**src/rtl/emu_reset_sequencer.sv**
```systemverilog
// Staged reset sequencer: synchronizes and deglitches an emulated reset request,
// then releases active-high reset stages one at a time after a hold period.
//
// state      | meaning
// -----------|-----------------------------------------------------------
// ST_ASSERT  | all stages asserted, waiting for filtered request to drop
// ST_HOLD    | all stages asserted, hold timer running
// ST_RELEASE | stages releasing low-to-high, one per gap interval
// ST_IDLE    | all stages released
module emu_reset_sequencer #(
   parameter int STAGES        = 4,
   parameter int HOLD_CYCLES   = 16,
   parameter int GAP_CYCLES    = 4,
   parameter int FILTER_CYCLES = 2,
   parameter int COUNT_WIDTH   = 16
) (
   input  logic                   clk,
   input  logic                   resetn,
   input  logic                   reset_req,
   output logic [STAGES-1:0]      stage_reset,
   output logic                   busy,
   output logic                   done,
   output logic [COUNT_WIDTH-1:0] req_count
);

   localparam int FW   = $clog2(FILTER_CYCLES + 1);
   localparam int TMAX = (HOLD_CYCLES > GAP_CYCLES) ? HOLD_CYCLES : GAP_CYCLES;
   localparam int TW   = $clog2(TMAX + 1);

   localparam logic [FW-1:0] FILT_LAST = FW'(FILTER_CYCLES - 1);
   localparam logic [TW-1:0] HOLD_LOAD = TW'(HOLD_CYCLES - 1);
   localparam logic [TW-1:0] GAP_LOAD  = TW'(GAP_CYCLES - 1);

   typedef enum logic [1:0] {
      ST_ASSERT  = 2'd0,
      ST_HOLD    = 2'd1,
      ST_RELEASE = 2'd2,
      ST_IDLE    = 2'd3
   } state_t;

   logic                   sync1_q, sync1_d;
   logic                   req_s_q, req_s_d;
   logic                   req_f_q, req_f_d;
   logic [FW-1:0]          flt_cnt_q, flt_cnt_d;
   logic [COUNT_WIDTH-1:0] cnt_q, cnt_d;
   state_t                 state_q, state_d;
   logic [TW-1:0]          tmr_q, tmr_d;
   logic [STAGES-1:0]      stage_q, stage_d;
   logic                   busy_q, busy_d;
   logic                   done_q, done_d;

   // Synchronizer, glitch filter and saturating request counter.
   always_comb begin
      sync1_d   = reset_req;
      req_s_d   = sync1_q;
      req_f_d   = req_f_q;
      flt_cnt_d = '0;
      if (req_s_q != req_f_q) begin
         if (flt_cnt_q == FILT_LAST) begin
            req_f_d = req_s_q;
         end else begin
            flt_cnt_d = flt_cnt_q + 1'b1;
         end
      end
      cnt_d = cnt_q;
      if (req_f_d && !req_f_q && (cnt_q != '1)) begin
         cnt_d = cnt_q + 1'b1;
      end
   end

   // Down-counting timer; releases happen by shifting zeros in from bit 0,
   // so the sequence is finished once the shifted vector is empty.
   always_comb begin
      state_d = state_q;
      tmr_d   = tmr_q;
      stage_d = stage_q;
      done_d  = 1'b0;
      case (state_q)
         ST_ASSERT: begin
            stage_d = '1;
            if (!req_f_q) begin
               state_d = ST_HOLD;
               tmr_d   = HOLD_LOAD;
            end
         end
         ST_HOLD, ST_RELEASE: begin
            if (req_f_q) begin
               state_d = ST_ASSERT;
               stage_d = '1;
            end else if (tmr_q == '0) begin
               stage_d = stage_q << 1;
               tmr_d   = GAP_LOAD;
               if (stage_d == '0) begin
                  state_d = ST_IDLE;
                  done_d  = 1'b1;
               end else begin
                  state_d = ST_RELEASE;
               end
            end else begin
               tmr_d = tmr_q - 1'b1;
            end
         end
         ST_IDLE: begin
            stage_d = '0;
            if (req_f_q) begin
               state_d = ST_ASSERT;
               stage_d = '1;
            end
         end
         default: begin
            state_d = ST_ASSERT;
            stage_d = '1;
         end
      endcase
      busy_d = (state_d != ST_IDLE);
   end

   always_ff @(posedge clk or negedge resetn) begin
      if (!resetn) begin
         sync1_q   <= 1'b1;
         req_s_q   <= 1'b1;
         req_f_q   <= 1'b1;
         flt_cnt_q <= '0;
         cnt_q     <= '0;
         state_q   <= ST_ASSERT;
         tmr_q     <= '0;
         stage_q   <= '1;
         busy_q    <= 1'b1;
         done_q    <= 1'b0;
      end else begin
         sync1_q   <= sync1_d;
         req_s_q   <= req_s_d;
         req_f_q   <= req_f_d;
         flt_cnt_q <= flt_cnt_d;
         cnt_q     <= cnt_d;
         state_q   <= state_d;
         tmr_q     <= tmr_d;
         stage_q   <= stage_d;
         busy_q    <= busy_d;
         done_q    <= done_d;
      end
   end

   assign stage_reset = stage_q;
   assign busy        = busy_q;
   assign done        = done_q;
   assign req_count   = cnt_q;

endmodule

```
**config.mk**
```make
export PLATFORM = sky130hd
export DESIGN_NAME = emu_reset_sequencer
export DESIGN_NICKNAME = d
export VERILOG_FILES = /design/src/rtl/emu_reset_sequencer.sv
export SDC_FILE = /design/constraint.sdc
export NUM_CORES = 1
export LEC_CHECK = 0
export CAP_MARGIN = 25
export CORE_MARGIN = 1.5
export CORE_UTILIZATION = 45
export CTS_BUF_LIST = sky130_fd_sc_hd__clkbuf_16
export CTS_CLUSTER_DIAMETER = 120
export CTS_CLUSTER_SIZE = 12
export DETAILED_ROUTE_END_ITERATION = 12
export PLACE_DENSITY = 0.68
export SLEW_MARGIN = 0
export SYNTH_ARGS = -nofsm -noshare
export SYNTH_HDL_FRONTEND = slang
export SYNTH_SLANG_ARGS = --single-unit
```
**constraint.sdc**
```tcl
create_clock -name clk -period 2.6 [get_ports clk]
set_clock_uncertainty 0.15 [all_clocks]
set_input_delay 0.39 -clock clk [delete_from_list [all_inputs] [get_ports clk]]
set_output_delay 0.39 -clock clk [all_outputs]
set_load 0.01 [all_outputs]
```
==> metrics.md <==
| Metric | Value |
|---|---|
| Starting density of the core | `46.5%` |
| Worst R2R Path Depth | `5` |
| CP endpoint kind | `flip-flop` |
| Multi-input gate area | `774 µm²` |
| CTS sink cnt | `34` |
| Area grow syn2layout | `28.9%` |
| Worst slew margin | `between 60% and 70%` |
| Ys Warns | `0` |
| Clk buf depth | `2` |
| Final setup TNS | `0 ns` |
| Worst-Skew Late Latency | `roughly 0.28 ns` |
| Crit path required time | `~2.7 ns` |
| Worst reg-to-reg setup slack | `around 0.5 ns` |
| Final Max Slew Viols | `0` |
| Register area share after synthesis | `around half` |
| Simple logic cell fraction of the synthesized area | `22.1%` |
| # Max-Cap Violations | `0` |
| I/O pin total | `25` |
| Initial antenna violation count | `0` |
| CP startpoint kind | `flip-flop` |
| Fmax | `477 MHz` |
| Worst-Margin Slew | `0.498 ns` |
| DR vias/cell | `about 5.5` |
| Top cells by area, synth | `dfrtp_1 (38%), dfstp_2 (12%), xnor2_1 (4.1%)` |
| Worst hold path type | `flip-flop to flip-flop` |
| Status | `completed` |
| Post_cts resized | `0` |
| Final HPWL from detailed placement | `roughly 2400 µm` |
| Synth cell types | `47` |
| Period utilisation layout | `approximately four fifths` |
| Leak | `roughly 0.93 nW` |
| Maximum vdd drop | `between 0.4 and 0.5 mV` |
| WHS | `0.210 ns` |
| Die span in x | `between 60 and 70 µm` |
| Worst-path clk slew | `approximately 0.06 ns` |
| Synth area leader | `dfrtp_1` |
| Postcts setup bufs | `0` |
| Layout Nets | `187` |
| Synth Area in Compound Gates | `11.3%` |
| Share of cells above drive strength 1 | `14.9%` |
| Post-synth top area share | `between 30% and 40%` |
| Pin count of the biggest net entering global routing | `35` |
| Mux cell area share after synthesis | `3.18%` |
| CTS buffer count | `5` |
| Critical path data arrival time | `2.15 ns` |
| PD cells | `992 nW/µm²` |
| Vias in the first global route | `1268` |
| Die Area | `roughly 4100 µm²` |
| Crit path to | `stage_reset[3]` |
| Routed WL per cell | `14.5 µm` |
| Cells after synthesis | `~150` |
| Routed wire length | `3330 µm` |
| Fillers | `322` |
| Sequential standard cell area | `861 µm²` |
| Ant. Diodes | `0` |
| CP max FO | `12` |
| Fin. Hold Viols | `0` |
| Tmin final | `about 2.1 ns` |
| Largest family of logic cells by synthesized area | `simple AND/OR/NAND/NOR gates` |
| Cts hold-fix bufs | `0` |
| Most common library cells after synthesis | `dfrtp_1 (26), inv_1 (11), nor2_1 (9)` |
| Unrepaired setup endpoints after global routing | `no` |
| Adder-cell share of the synthesized area | `under 10%` |
| Async S/R FF share, synth | `100%` |
| Primary FF master, synth | `dfrtp_1` |
| Final Util | `between 50% and 60%` |
| Synth Net Count | `approximately 160` |
| # rows | `22` |
| Die Height | `approximately 64 µm` |
| Overall routing resource usage | `between 10% and 20%` |
| DRT antenna net count | `0` |
| Remaining Overflow, GRT | `0` |
| Reg-to-Reg End | `stage_reset[3]` |
| TritonCTS clock tree | `built` |
| Post-synthesis instance area | `1690 µm²` |
| Number of synthesized flops with an enable pin | `0` |
| Vias | `1254` |
| Final GP Congestion | `0.829` |
| Final setup violation count | `0` |
| Critical path origin | `state_q[0]` |
| I/O Buffers | `24` |
| Root Buffer | `clkbuf_16` |
| Post-synthesis xor/xnor area fraction | `6.22%` |
| First-pass GRT wire length | `5820 µm` |
| Syn Area/Cell | `11.2 µm²` |
| Initial DRC count | `a little over 80` |
| Finished Cell Area | `2180 µm²` |
| Placed Area | `a little under 2000 µm²` |
| Setup CP Type | `flip-flop to flip-flop` |
| Reg2Reg Launch Point | `state_q[0]` |
| Top-count cell post-synth | `dfrtp_1` |
| Detailed-route DRC error count | `0` |
| 1st-pass router iterations | `4` |
| Seq cells post-synth | `34` |
| Area of the core | `~3600 µm²` |
| Htree depth | `2` |
through the flow:
stage          instances  power [mW]  setup slack (ns)
2_1_floorplan        151        1.17             0.773
3_3_place_gp         221        1.37             0.590
3_5_place_dp         221        1.40             0.541
4_1_cts              229        2.18             0.510
5_1_grt              229        2.29             0.335
6_report             229        2.16             0.504
power breakdown:
| group | total, mW | internal (mW) | switching, mW |
|---|---|---|---|
| Clock | 0.769 | 0.550 | 0.218 |
| Combinational | 0.587 | 0.285 | 0.302 |
| Sequential | 0.805 | 0.668 | 0.137 |
state kept, by name, summed over array words and instances (netlist names):
name / count
state_q: 2
req_count: 16
flt_cnt_q: 2
done: 1
req_f_q: 1
req_s_d: 1
stage_reset: 4
req_s_q: 1
busy: 1
tmr_q: 5
cell type report:
type	instances	share of cell area, %
Clock inverter	3	3.16
Timing Repair Buffer	25	11.4
Clock buffer	5	5.74
Tap cell	48	2.76
Multi-Input combinational cell	103	35.6
Inverter	11	1.90
Sequential cell	34	39.5
cells in the final DEF (no fill, tap or decap), types with 2 or more instances in the layout:
cell type and n:
dfrtp_1 26, clkdlybuf4s50_1 24, inv_1 11, nor2_1 9, xnor2_1 8, o21ai_0 8, dfstp_2 8, nand2_1 7
nand3_1 6, a21oi_1 5, clkbuf_16 5, nand4_1 4, xor2_1 4, nor3_1 4, nor4_1 4, ha_1 4
and3_1 3, nand2b_1 2, a22oi_1 2, mux2_2 2, nor4_4 2, a41oi_1 2, mux2i_1 2, a32oi_1 2
bufinv_16 2
worst max-delay path, cell delays in order, from the launching register on:
cell	delay [ns]
dfrtp_1	0.38
inv_1	0.06
ha_1	0.45
inv_1	0.13
nor3_1	0.45
mux2_2	0.39
how the worst min path moves through the flow:
| stage | start | end | cells past startpoint |
|---|---|---|---|
| after floorplan | resetn | done | 0 |
| final | req_s_d | req_s_q | 0 |
| after CTS | req_s_d | req_s_q | 0 |
| after global placement | req_s_d | req_s_q | 0 |
| after global routing | req_s_d | req_s_q | 0 |
| after detailed placement | req_s_d | req_s_q | 0 |
kinds of logic after synthesis:
| group | after synthesis |
|---|---|
| AOI/OAI and AO/OA | 28 |
| xor gates and xnor gates | 12 |
| adders and majority gates | 4 |
| buffers and inverters | 14 |
| DFF | 34 |
| muxes | 5 |
| and+or+nand+nor | 54 |
routing by layer:
metal  up-vias  global-route usage [%]  routed length (µm)
met5         -                       0                   0
met4         0                    5.85                  29
met3         4                    6.87                 127
met2        27                    28.6                1600
met1       610                    23.8                1570
li1        613                       -                   -
No activity file was read; power rests on OpenSTA's default activity.
